$ cat src/rtl/axi_ic_pkg.sv
// Shared interconnect types: B response codes, the write-tracking entry and
// a lowest-set-bit index helper used to turn a grant vector into a master index.
package axi_ic_pkg;

  typedef enum logic [1:0] {
    OKAY   = 2'd0,
    EXOKAY = 2'd1,
    SLVERR = 2'd2,
    DECERR = 2'd3
  } resp_e;

  // Field widths sized for the largest supported configuration; users slice
  // down to their actual master-index and ID widths.
  localparam int TRK_IDX_W = 8;
  localparam int TRK_ID_W  = 16;

  typedef struct packed {
    logic [TRK_IDX_W-1:0] idx;
    logic [TRK_ID_W-1:0]  id;
  } trk_entry_t;

  // Index of the lowest set bit; 0 when nothing is set.
  function automatic logic [TRK_IDX_W-1:0] onehot_to_idx(input logic [255:0] v);
    logic [TRK_IDX_W-1:0] r;
    r = '0;
    for (int i = 255; i >= 0; i--) begin
      if (v[i]) r = TRK_IDX_W'(i);
    end
    return r;
  endfunction

endpackage

$ cat src/rtl/sync_fifo.sv
// Single-clock FIFO with extra-MSB pointers. The caller guarantees pop only
// when non-empty and push only when not full or popping in the same cycle.
module sync_fifo #(
  parameter int WIDTH = 8,
  parameter int DEPTH = 8
) (
  input  logic                         clk,
  input  logic                         rst_n,
  input  logic                         push,
  input  logic                         pop,
  input  logic [WIDTH-1:0]             din,
  output logic [WIDTH-1:0]             dout,
  output logic                         full,
  output logic                         empty,
  output logic [$clog2(DEPTH+1)-1:0]   count
);

  localparam int AW = $clog2(DEPTH);
  localparam int CW = $clog2(DEPTH+1);

  logic [WIDTH-1:0] mem [DEPTH];
  logic [AW:0]      wr_ptr;
  logic [AW:0]      rd_ptr;

  // Pointer advance; reset discards everything in flight
  always_ff @(posedge clk) begin
    if (!rst_n) begin
      wr_ptr <= '0;
      rd_ptr <= '0;
    end else begin
      if (push) wr_ptr <= wr_ptr + (AW+1)'(1);
      if (pop)  rd_ptr <= rd_ptr + (AW+1)'(1);
    end
  end

  // Storage write; contents need no reset since pointers gate visibility
  always_ff @(posedge clk) begin
    if (push) mem[wr_ptr[AW-1:0]] <= din;
  end

  assign dout  = mem[rd_ptr[AW-1:0]];
  assign empty = (wr_ptr == rd_ptr);
  assign full  = (wr_ptr[AW] != rd_ptr[AW]) && (wr_ptr[AW-1:0] == rd_ptr[AW-1:0]);
  assign count = CW'(wr_ptr - rd_ptr);

endmodule

$ cat src/rtl/axi_bresp_router.sv
// B-channel return router for one shared slave port. Records the winning
// master of each accepted AW transfer in order and steers slave B responses
// back through a one-entry registered output stage.
// Optional feature: define AXI_BRESP_ID_CHECK_EN to store AWID per entry and
// flag BID mismatches on err_id_mismatch; otherwise that output is tied low.
module axi_bresp_router
  import axi_ic_pkg::*;
#(
  parameter int N     = 4,
  parameter int DEPTH = 8,
  parameter int ID_W  = 4
) (
  input  logic                        clk,
  input  logic                        rst_n,
  input  logic [N-1:0]                gnt,
  input  logic                        accept,
  input  logic [ID_W-1:0]             aw_id,
  output logic                        full,
  output logic [$clog2(DEPTH+1)-1:0]  outstanding,
  input  logic                        s_bvalid,
  output logic                        s_bready,
  input  logic [ID_W-1:0]             s_bid,
  input  logic [1:0]                  s_bresp,
  output logic [N-1:0]                m_bvalid,
  input  logic [N-1:0]                m_bready,
  output logic [ID_W-1:0]             m_bid,
  output logic [1:0]                  m_bresp,
  output logic                        err_overflow,
  output logic                        err_unexpected,
  output logic                        err_id_mismatch
);

  localparam int IDX_W = $clog2(N);
`ifdef AXI_BRESP_ID_CHECK_EN
  localparam int FW = IDX_W + ID_W;
`else
  localparam int FW = IDX_W;
`endif

  trk_entry_t        ent_in;
  logic [FW-1:0]     fifo_din;
  logic [FW-1:0]     fifo_dout;
  logic [IDX_W-1:0]  head_idx;
  logic              empty;
  logic              push;
  logic              pop;
  logic              grant_any;

  logic              out_v;
  logic [IDX_W-1:0]  out_idx;
  logic [ID_W-1:0]   out_bid;
  resp_e             out_bresp;

  assign grant_any = |gnt;
  assign pop       = s_bvalid && s_bready;
  // A full FIFO still takes the push when the head leaves in the same cycle
  assign push      = accept && grant_any && (!full || pop);
  assign s_bready  = !empty && (!out_v || m_bready[out_idx]);

  // Build the tracking entry from the grant and AWID
  always_comb begin
    ent_in     = '0;
    ent_in.idx = onehot_to_idx(256'(gnt));
    ent_in.id  = TRK_ID_W'(aw_id);
  end

`ifdef AXI_BRESP_ID_CHECK_EN
  logic [ID_W-1:0] head_id;
  assign fifo_din = {ent_in.idx[IDX_W-1:0], ent_in.id[ID_W-1:0]};
  assign head_idx = fifo_dout[FW-1 -: IDX_W];
  assign head_id  = fifo_dout[ID_W-1:0];
`else
  assign fifo_din = ent_in.idx[IDX_W-1:0];
  assign head_idx = fifo_dout;
`endif

  logic unused_ent;
  assign unused_ent = ^ent_in;

  sync_fifo #(
    .WIDTH (FW),
    .DEPTH (DEPTH)
  ) u_trk_fifo (
    .clk   (clk),
    .rst_n (rst_n),
    .push  (push),
    .pop   (pop),
    .din   (fifo_din),
    .dout  (fifo_dout),
    .full  (full),
    .empty (empty),
    .count (outstanding)
  );

  // Output stage: capture on slave handshake, release on the selected master's ready
  always_ff @(posedge clk) begin
    if (!rst_n) begin
      out_v     <= 1'b0;
      out_idx   <= '0;
      out_bid   <= '0;
      out_bresp <= OKAY;
    end else if (pop) begin
      out_v     <= 1'b1;
      out_idx   <= head_idx;
      out_bid   <= s_bid;
      out_bresp <= resp_e'(s_bresp);
    end else if (out_v && m_bready[out_idx]) begin
      out_v     <= 1'b0;
    end
  end

  // Steer valid to the recorded master only
  always_comb begin
    m_bvalid          = '0;
    m_bvalid[out_idx] = out_v;
  end

  assign m_bid          = out_bid;
  assign m_bresp        = out_bresp;
  assign err_unexpected = s_bvalid && empty;

  // Registered overflow pulse: dropped accept while full with no pop
  always_ff @(posedge clk) begin
    if (!rst_n) err_overflow <= 1'b0;
    else        err_overflow <= accept && grant_any && full && !pop;
  end

`ifdef AXI_BRESP_ID_CHECK_EN
  // Registered ID-check pulse; routing still follows the stored index
  always_ff @(posedge clk) begin
    if (!rst_n) err_id_mismatch <= 1'b0;
    else        err_id_mismatch <= pop && (s_bid != head_id);
  end
`else
  assign err_id_mismatch = 1'b0;
`endif

endmodule

$ cat config.mk
export PLATFORM = sky130hd
export DESIGN_NAME = axi_bresp_router
export DESIGN_NICKNAME = d
export VERILOG_FILES = /design/src/rtl/axi_ic_pkg.sv /design/src/rtl/sync_fifo.sv /design/src/rtl/axi_bresp_router.sv
export SDC_FILE = /design/constraint.sdc
export NUM_CORES = 1
export LEC_CHECK = 0
export ABC_AREA = 1
export BUFFER_PORTS_ARGS = -buffer_cell sky130_fd_sc_hd__buf_4
export CORE_UTILIZATION = 54
export DETAILED_ROUTE_END_ITERATION = 12
export GPL_ROUTABILITY_DRIVEN = 1
export PLACE_DENSITY = 0.92
export SYNTH_ARGS = -nofsm -noshare
export SYNTH_HDL_FRONTEND = slang
export SYNTH_SLANG_ARGS = --single-unit
$ cat constraint.sdc
create_clock -name clk -period 3.6 [get_ports clk]
set_clock_uncertainty 0.1 [all_clocks]
set_input_delay 0.18 -clock clk [delete_from_list [all_inputs] [get_ports clk]]
set_output_delay 0.18 -clock clk [all_outputs]
set_load 0.005 [all_outputs]
## Word-level counts from Yosys, hierarchy flattened

Memory sizes are Yosys's and may differ from the RTL's. A register that Yosys moved wholly into a read port is not among the register bits.
Cells that the tools add are included.

| storage, ports and cells | value |
|---|---|
| register bits after elaboration | 16 |
| latch bits | 0 |
| memory bits (writable) | 16 |
| ROM bits | 0 |
| input port bits | 22 |
| output and inout bits | 19 |
| word-level logic and storage cells | 47 |
| memories | 1 |

| cells by class | value |
|---|---|
| add/subtract/negate cells | 3 |
| multiply operators | 0 |
| div/mod/pow operators | 0 |
| magnitude comparators | 2 |
| eq/ne operators | 3 |
| shifts and indexed selects | 0 |
| multiplexer cells | 12 |
| bitwise operators | 1 |
| reductions and logical operators | 19 |

Memory list:

| memory | depth | bits a word | read ports | clocked after memory_dff | write ports | RTL line | source |
|---|---|---|---|---|---|---|---|
| u_trk_fifo.mem | 8 | 2 | 1 | 1 | 1 | sync_fifo.sv:21 | `logic [WIDTH-1:0] mem [DEPTH];` |

Operator list:

| cell | number |
|---|---|
| logical AND 1 bit | 10 |
| adder 4 x 1 -> 4 bit, second input constant | 2 |
| two-way mux 2 bit | 4 |
| two-way mux 1 bit | 6 |
| zero test 1 bit | 5 |
| bitwise AND 4 bit | 1 |
| == test 4 bit | 1 |
| OR reduction 4 bit | 1 |
| subtractor 4 bit | 1 |
| == test 3 bit | 1 |
| < comparator 2 x 3 -> 1 bit, second input constant | 1 |
| binary-select mux 1 bit (select 2 bit) | 1 |
| demux 1 bit (select 2 bit) | 1 |
| >= comparator 2 x 1 -> 1 bit, second input constant | 1 |
| logical OR 1 bit | 2 |
| nonzero test 2 bit | 1 |
| inequality test 1 bit | 1 |

## Longest topological paths before layout

Gate-level depths: netlist (run 1).

| depth | value |
|---|---|
| word-level depth | 9 |
| gate-level depth with buffers | 11 |
| gate-level depth less buffers | 11 |

## Cells and area by module

A second synthesis (run 1) with hierarchy kept.

| second synthesis, totals | value |
|---|---|
| cell total of the unflattened synthesis | 258 |
| area, all modules | 1,919.3 µm² |

Modules (own cells, without submodules):

| module | times used | cells an instance | area each (µm²) | sequential area each (µm²) |
|---|---|---|---|---|
| sync_fifo | 1 | 150 | 1,285.0 | 700.7 |
| axi_bresp_router | 1 | 108 | 634.4 | 200.2 |

## Worst setup path before layout (run 1)

Ideal clock, no wire load.

| timing | value |
|---|---|
| kind | register to register |
| from | reg u_trk_fifo.rd_ptr[1] |
| to | mem u_trk_fifo.mem[6][0] (netlist bit) (enable) |
| library setup time | 0.314 ns |
| data arrival time | 1.533 ns |
| required time | 3.186 ns |
| path slack | 1.653 ns |
| stages on the path, launching flop included | 10 |
| path buffers | 0 |
| clock period less this slack | 1.947 ns |
| cells stage by stage | dfxtp_1 -> inv_1 -> ha_1 -> inv_1 -> nor3_2 -> nand2_2 -> nand3_4 -> nand2_4 -> nand3_2 -> nor3_2 |

| between the ends | value |
|---|---|
| longest elaborated chain between the ends | 8 |
| elaborated cells on any way between the ends | 11 |
| classes of those cells | eq/ne: 2; mux: 2; reduce/logical: 7 |

Ends and longest elaborated chain:

| what | RTL line | source |
|---|---|---|
| from (decl) | sync_fifo.sv:23 | `logic [AW:0] rd_ptr;` |
| from (signal assigned) | sync_fifo.sv:32 | `if (pop) rd_ptr <= rd_ptr + (AW+1)'(1);` |
| == test 4 bit | sync_fifo.sv:42 | `assign empty = (wr_ptr == rd_ptr);` |
| zero test 1 bit | axi_bresp_router.sv:58 | `assign s_bready = !empty && (!out_v \|\| m_bready[out_idx]);` |
| logical AND 1 bit | axi_bresp_router.sv:58 |  |
| logical AND 1 bit | axi_bresp_router.sv:55 | `assign pop = s_bvalid && s_bready;` |
| logical OR 1 bit * | axi_bresp_router.sv:57 | `assign push = accept && grant_any && (!full \|\| pop);` |
| logical AND 1 bit * | axi_bresp_router.sv:57 |  |
| two-way mux 1 bit * | sync_fifo.sv:38 | `if (push) mem[wr_ptr[AW-1:0]] <= din;` |
| two-way mux 1 bit (not written as such) * | sync_fifo.sv:38 |  |
| to (decl) | sync_fifo.sv:21 |  |

Every way passes the cells marked *; elsewhere a longest branch is shown, timed or not.

## Final worst setup path (run 1)

| timing | value |
|---|---|
| from | reg u_trk_fifo.rd_ptr[1] |
| to | mem u_trk_fifo.mem[2][0] (netlist bit) (enable) |

Same word-level chain as after synthesis.

==> results of run 1 <==
==> registers in the layout, indices dropped and copies added (netlist names) <==
name               cells
u_trk_fifo.mem        16
m_bid                  4
u_trk_fifo.rd_ptr      4
u_trk_fifo.wr_ptr      4
m_bresp                2
out_idx                2
err_overflow           1
out_v                  1
==> worst paths after layout <==
check,from,to,cells after the start
hold reg to reg,m_bid[0],m_bid[0],2
hold / removal,s_bresp[0],m_bresp[0],3
setup reg to reg,u_trk_fifo.rd_ptr[1],u_trk_fifo.mem[2][0],9
setup / recovery,u_trk_fifo.rd_ptr[1],u_trk_fifo.mem[2][0],9
==> cell type report <==
class / instances / share of cell area [%]
clock inverter: 3 / 3.01
clock buffer: 5 / 1.77
multi-input combinational: 137 / 34.1
tap: 31 / 1.83
timing repair buffer: 41 / 15.2
sequential: 34 / 39.6
inverter: 25 / 4.42
==> worst register-to-register path, stage by stage, from the launching register on <==
cell,delay (ns)
dfxtp_1,0.50
inv_1,0.16
ha_1,0.33
inv_1,0.09
nor3_2,0.06
nand2_2,0.10
nand3_4,0.21
nand2_4,0.19
nand3_2,0.13
nor2_1,0.20
==> cell families after synthesis <==
kind of cell	synth area share, %
AOI/OAI and AO/OA	9.94
xor gates and xnor gates	3.12
adders and majority gates	4.90
buffers and inverters	7.27
DFF	49.9
other	0.222
and+or+nand+nor	24.7
==> layer usage <==
| metal | part of all wire, % | vias to the layer above |
|---|---|---|
| li1 | - | 735 |
| met1 | 40 | 668 |
| met2 | 51 | 43 |
| met3 | 4.4 | 14 |
| met4 | 4.1 | 0 |
| met5 | 0 | - |
==> layout by cell type, fill, tap and decap left out, types with 5 or more instances in the layout <==
| cell | instances |
|---|---|
| nor2_1 | 28 |
| nor3_1 | 6 |
| dlygate4sd3_1 | 6 |
| nand2_1 | 45 |
| ha_1 | 5 |
| clkbuf_4 | 5 |
| inv_1 | 20 |
| a21oi_1 | 15 |
| dfxtp_1 | 18 |
| o21ai_0 | 12 |
| edfxtp_1 | 16 |
| buf_4 | 35 |
==> metrics by stage <==
stage                     utilization (%)  cells  hold WS [ns]  total power, mW
after CTS                            74.3    276       0.00411             1.19
after floorplan                         -    200         0.223            0.710
after global routing                 74.3    276        0.0113             1.26
after detailed placement             68.7    262         0.347            0.839
final                                74.3    276        0.0127             1.19
after global placement               68.7    262         0.333            0.828
==> power groups by stage <==
stage / clock, mW / sequential (mW) / combinational [mW]
floorplan: 0 / 0.476 / 0.234
global placement: 0 / 0.487 / 0.341
detailed placement: 0 / 0.489 / 0.350
CTS: 0.349 / 0.480 / 0.364
global route: 0.366 / 0.486 / 0.409
finish: 0.345 / 0.481 / 0.365
==> what timing repair did <==
item / in CTS / in global routing
setup buffers: 0 / 0
hold buffers: 6 / 0
endpoints found under the hold margin: 6 / 0
==> summary.md, run 1 <==
| Metric | Value |
|---|---|
| First-pass iteration count of the detailed router | 10 |
| Initial DRC count | 67 |
| Multi-input gate area | 723 um2 |
| Post-Place Setup Slack | 1.30 ns |
| Routed Antenna Nets | 0 |
| Die ar. | 3350 um2 |
| Worst vdd ir | 0.316 mV |
| Reg2Reg Setup Slack | 1.24 ns |
| Post-synth EDFFs | 16 |
| Crit Path Category | reg2reg |
| Sw Pwr | 0.375 mW |
| Clk root buf | clkbuf_4 |
| Via Count | 1460 |
| Initial core utilization | 59.1% |
| Gr usage total | 24.5% |
| Remaining Overflow, GRT | 0 |
| Leak | 0.948 nW |
| Clk pwr share | 29.0% |
| Later-pin clock latency in the skew report | 0.34 ns |
| Port-buffer cells | 35 |
| Core area | 2850 um2 |
| Number of antenna diodes | 0 |
| Via count of the first global-routing pass | 1456 |
| Failing checks | DRC |
| Pwr/cell area | 562 nW/um2 |
| DP HPWL | 2.53 mm |
| GR Util met3 | 5.80% |
| Crit-path slowest cell | dfxtp_1 |
| Clock Pin Slew Worst Setup and Hold Paths | 0.11 ns |
| Layout fillers | 213 |
| Final nets | 272 |
| Unrepaired setup endpoints after global routing | false |
| Combinational Power Share | 30.6% |
| Final setup vio count | 0 |
| Row count | 19 |
| Worst-Margin Slew | 0.734 ns |
| Slew Viols, Final | 0 |
| Layout cells sized above 1 | 21.6% |
| Die Width | 57.9 um |
| Most numerous cell in the Yosys netlist | nand2_1 |
| Worst path bufs/invs | 2 |
| Register Area | 841 um2 |
| Placed Area | 1960 um2 |
| Final GP Congestion | 0.876 |
| Syn Inst Count | 200 |
| # IOs | 41 |
| Die height | 57.9 um |
| CTS sink cnt | 34 |
| Achievable Freq | 423 MHz |
| DR WL/cell | 13.6 um |
| Total Wirelength | 3.74 mm |
| Cell accounting for the most synthesized area | edfxtp_1 |
| H-tree Lvls | 2 |
| Crit-path cells | inv_1, ha_1, inv_1, nor3_2, nand2_2, nand3_4, nand2_4, nand3_2, nor2_1 |
| M2 GR Usage | 42.7% |
| Total CTS buffers | 5 |
| Sw Ratio | 31.5% |
| Critical Path AT | 2.31 ns |
| Critical path data required time | 3.55 ns |
| Top cells by count, synth | 45 x nand2_1, 28 x nor2_1, 20 x inv_1 |
| Asr flop ratio synth | 0% |
| CP max stage delay | 0.50 ns |
| Final setup margin | 1.24 ns |
| Clock Tree Buf Depth | 2 |
| First-pass GRT wire length | 5.99 mm |
| FF+latch count, synth | 34 |
| Layout area overhead | 25.7% |
| Cts repair resizes | 0 |
| Crit path max-delay family | simple AND/OR/NAND/NOR gates |
| Setup_tns | 0 ns |
| Synth top area share | 28.5% |
| Internal power | 0.816 mW |
| Predominant post-synthesis flop cell | dfxtp_1 |
| Crit. End Element | flip-flop |
| Ranking of synthesized cells by area | edfxtp_1 28%, dfxtp_1 21%, nand2_1 10% |
| CTS tree | built |
| DRC viols | 2 |
| Fin crit period | 2.36 ns |
| Ys Warns | 0 |
| Final Cycle Share | 65.6% |
| Count of cell types in the netlist | 27 |
| Seq/Total Area, Yosys | 49.9% |
| Rel. slew slack | 50.7% |
| Synthesized area | 1690 um2 |
| Fin area | 2120 um2 |
| Initial antenna violation count | 0 |
| Avg Cell Area, Syn | 8.43 um2 |
| Mapped Nets | 228 |
| Most used cell, CP | inv_1 |
| Critical Path Fanout Max | 17 |
| Worst setup SP type | flip-flop |
| Sequential power share | 40.4% |
| Final hold vios | 0 |
| # Max-Cap Violations | 0 |
| Worst hold path type | in2reg |
| Met1 usage | 26.9% |
| Largest net degree at the start of global routing | 18 |
| Run status | complete, but fails checks |
| Via-per-instance ratio | 5.29 |
| Most Crowded Layer GR | met2 |
Note: power is estimated with default switching activity, not from simulation.
==> run 2: changes to the inputs <==
Settings changed: CORE_UTILIZATION 54 to 47, PLACE_DENSITY 0.92 to 0.85.
Clock period 3.6 ns to 1.9 ns, I/O delays scaled along.
==> run 2 against run 1 <==
Non-clock buffer count is 18 higher. Critical path type unchanged. The run ends with setup timing left. Clock power rose by 12%. Highest routed layer unchanged. Final cell count increased by 12%. First-iteration DRC count up 15%. Worst setup slack got worse by 1.3 ns. Cell area rose by 13%.
==> summary.md, run 2 (same netlist as run 1, synthesis figures left out) <==
| Metric | Value |
|---|---|
| Run status | complete, but fails checks |
| Failing checks | setup timing |
| Final Cycle Share | 101% |
| Core area | 3390 um2 |
| DRC viols | 0 |
| # Max-Cap Violations | 0 |
| Gr usage total | 21.3% |
| Final hold vios | 0 |
| Die Width | 61.9 um |
| CTS tree | built |
| Critical Path AT | 1.86 ns |
| Clock Pin Slew Worst Setup and Hold Paths | 0.11 ns |
| Slew Viols, Final | 0 |
| DR WL/cell | 15.5 um |
| Final Hold Slack | 0.0494 ns |
| Critical Path Fanout Max | 8 |
| Via-per-instance ratio | 5.25 |
| Total Wirelength | 4.79 mm |
| Via count of the first global-routing pass | 1264 |
| Clock Tree Buf Depth | 2 |
| Later-pin clock latency in the skew report | 0.34 ns |
| Total CTS buffers | 5 |
| Crit Path Category | reg2reg |
| First-pass iteration count of the detailed router | 8 |
| Layout fillers | 230 |
| Post-Place Setup Slack | -0.0443 ns |
| Row count | 21 |
| First-pass GRT wire length | 5.66 mm |
| Worst hold path type | in2reg |
| Die height | 61.9 um |
| Final setup vio count | 2 |
| Rel. slew slack | 63.3% |
| Final nets | 290 |
| Leak | 1.03 nW |
| Remaining Overflow, GRT | 0 |
| Final GP Congestion | 0.860 |
| Clk root buf | clkbuf_4 |
| Fin crit period | 1.92 ns |
| DP HPWL | 2.69 mm |
| Initial core utilization | 49.8% |
| Unrepaired setup endpoints after global routing | true |
| Port-buffer cells | 35 |
| Total chip power | 2.29 mW |
| H-tree Lvls | 2 |
| Commonest non-fill, non-tap cell in the layout | buf_4 |
| Final Non-Filler Cells | 309 |
| Crit. End Element | flip-flop |
| Worst setup SP type | flip-flop |
| Worst-Margin Slew | 0.550 ns |
| Pwr/cell area | 952 nW/um2 |
| Largest net degree at the start of global routing | 17 |
| Initial DRC count | 77 |
| Critical path data required time | 1.84 ns |
| Achievable Freq | 521 MHz |
| CTS sink cnt | 34 |
| Die ar. | 3830 um2 |
| Number of flip-flops in the largest register | 16 |
| Final setup margin | -0.0181 ns |
| Routed Antenna Nets | 0 |
| Placed cell count | 286 |
| Worst vdd ir | 0.440 mV |
| Layout cells sized above 1 | 36.5% |
| Initial antenna violation count | 0 |
| Commonest non-fill, non-tap cells in the layout | 47 x buf_4, 45 x nand2_1, 21 x nor2_1, 16 x edfxtp_1, 15 x a21oi_1 |
| Via Count | 1621 |
| # IOs | 41 |
| Layout area overhead | 42.7% |
| Number of antenna diodes | 0 |
[run 2: changes by cell type in the layout (fill, tap and decap cells not counted), moves of 4 or more]
cell | previous run | this run
dfxtp_1 | 18 | 13
inv_1 | 20 | 12
buf_4 | 35 | 47
nor2_2 | 0 | 4
nor2_1 | 28 | 21
dfxtp_2 | 0 | 4
inv_4 | 0 | 4
[run 2: repair_timing]
action / 4_1_cts / 5_1_grt
pin swaps: 1 / 11
gates resized for setup: 9 / 37
cloned: 0 / 0
setup endpoints to repair: 21 / 36
hold endpoints to repair: 15 / 0
hold buffers: 8 / 0
setup buffers: 0 / 7
[run 2: path summary, 6_finish.rpt]
kind,slack (ns),from,cells past startpoint,endpoint
worst min register to register,0.37,m_bid[3],2,m_bid[3]
worst min-delay path,0.05,gnt[0],2,u_trk_fifo.mem[4][0]
worst max register to register,-0.02,u_trk_fifo.rd_ptr[1],9,u_trk_fifo.mem[6][1]
worst max-delay path,-0.02,u_trk_fifo.rd_ptr[1],9,u_trk_fifo.mem[6][1]
[run 2: cell type report]
type	instances	area [um2]	share of cell area (%)
clock inverter	3	16.3	0.676
inverter	25	108	4.47
multi-input combinational	137	851	35.4
tap	46	57.6	2.39
timing repair buffer	59	487	20.2
clock buffer	5	37.5	1.56
sequential	34	850	35.3
[run 2: per-stage QoR]
step	cell area [um2]	utilization [%]	TNS, ns
2_1_floorplan	1690	-	0
3_3_place_gp	2050	60.4	0
3_5_place_dp	2050	60.4	-0.524
6_report	2410	71.0	-0.0348
5_1_grt	2410	71.0	-0.837
4_1_cts	2220	65.4	0
[run 2: per-layer routing]
metal	vias up	global-route usage, %	part of all wire, %
met5	-	0	0
met3	20	4.97	5.8
met4	0	8.89	3.9
met2	80	37.5	55
li1	779	-	-
met1	742	25.0	35
[run 2: worst max-delay path, stage by stage, from the launching register on]
cell and delay [ns]:
dfxtp_2 0.34, inv_2 0.09, ha_4 0.21, inv_2 0.08
nor3_4 0.05, nand2_2 0.09, nand3_4 0.13, nand2_8 0.13
nand3_4 0.12, nor3_4 0.26
[run 2: report_power, final]
part	internal (mW)	leakage, nW	switching [mW]
Combinational	0.465	0.708	0.542
Sequential	0.839	0.297	0.0557
Clock	0.137	0.0286	0.251
Total	1.44	1.03	0.849
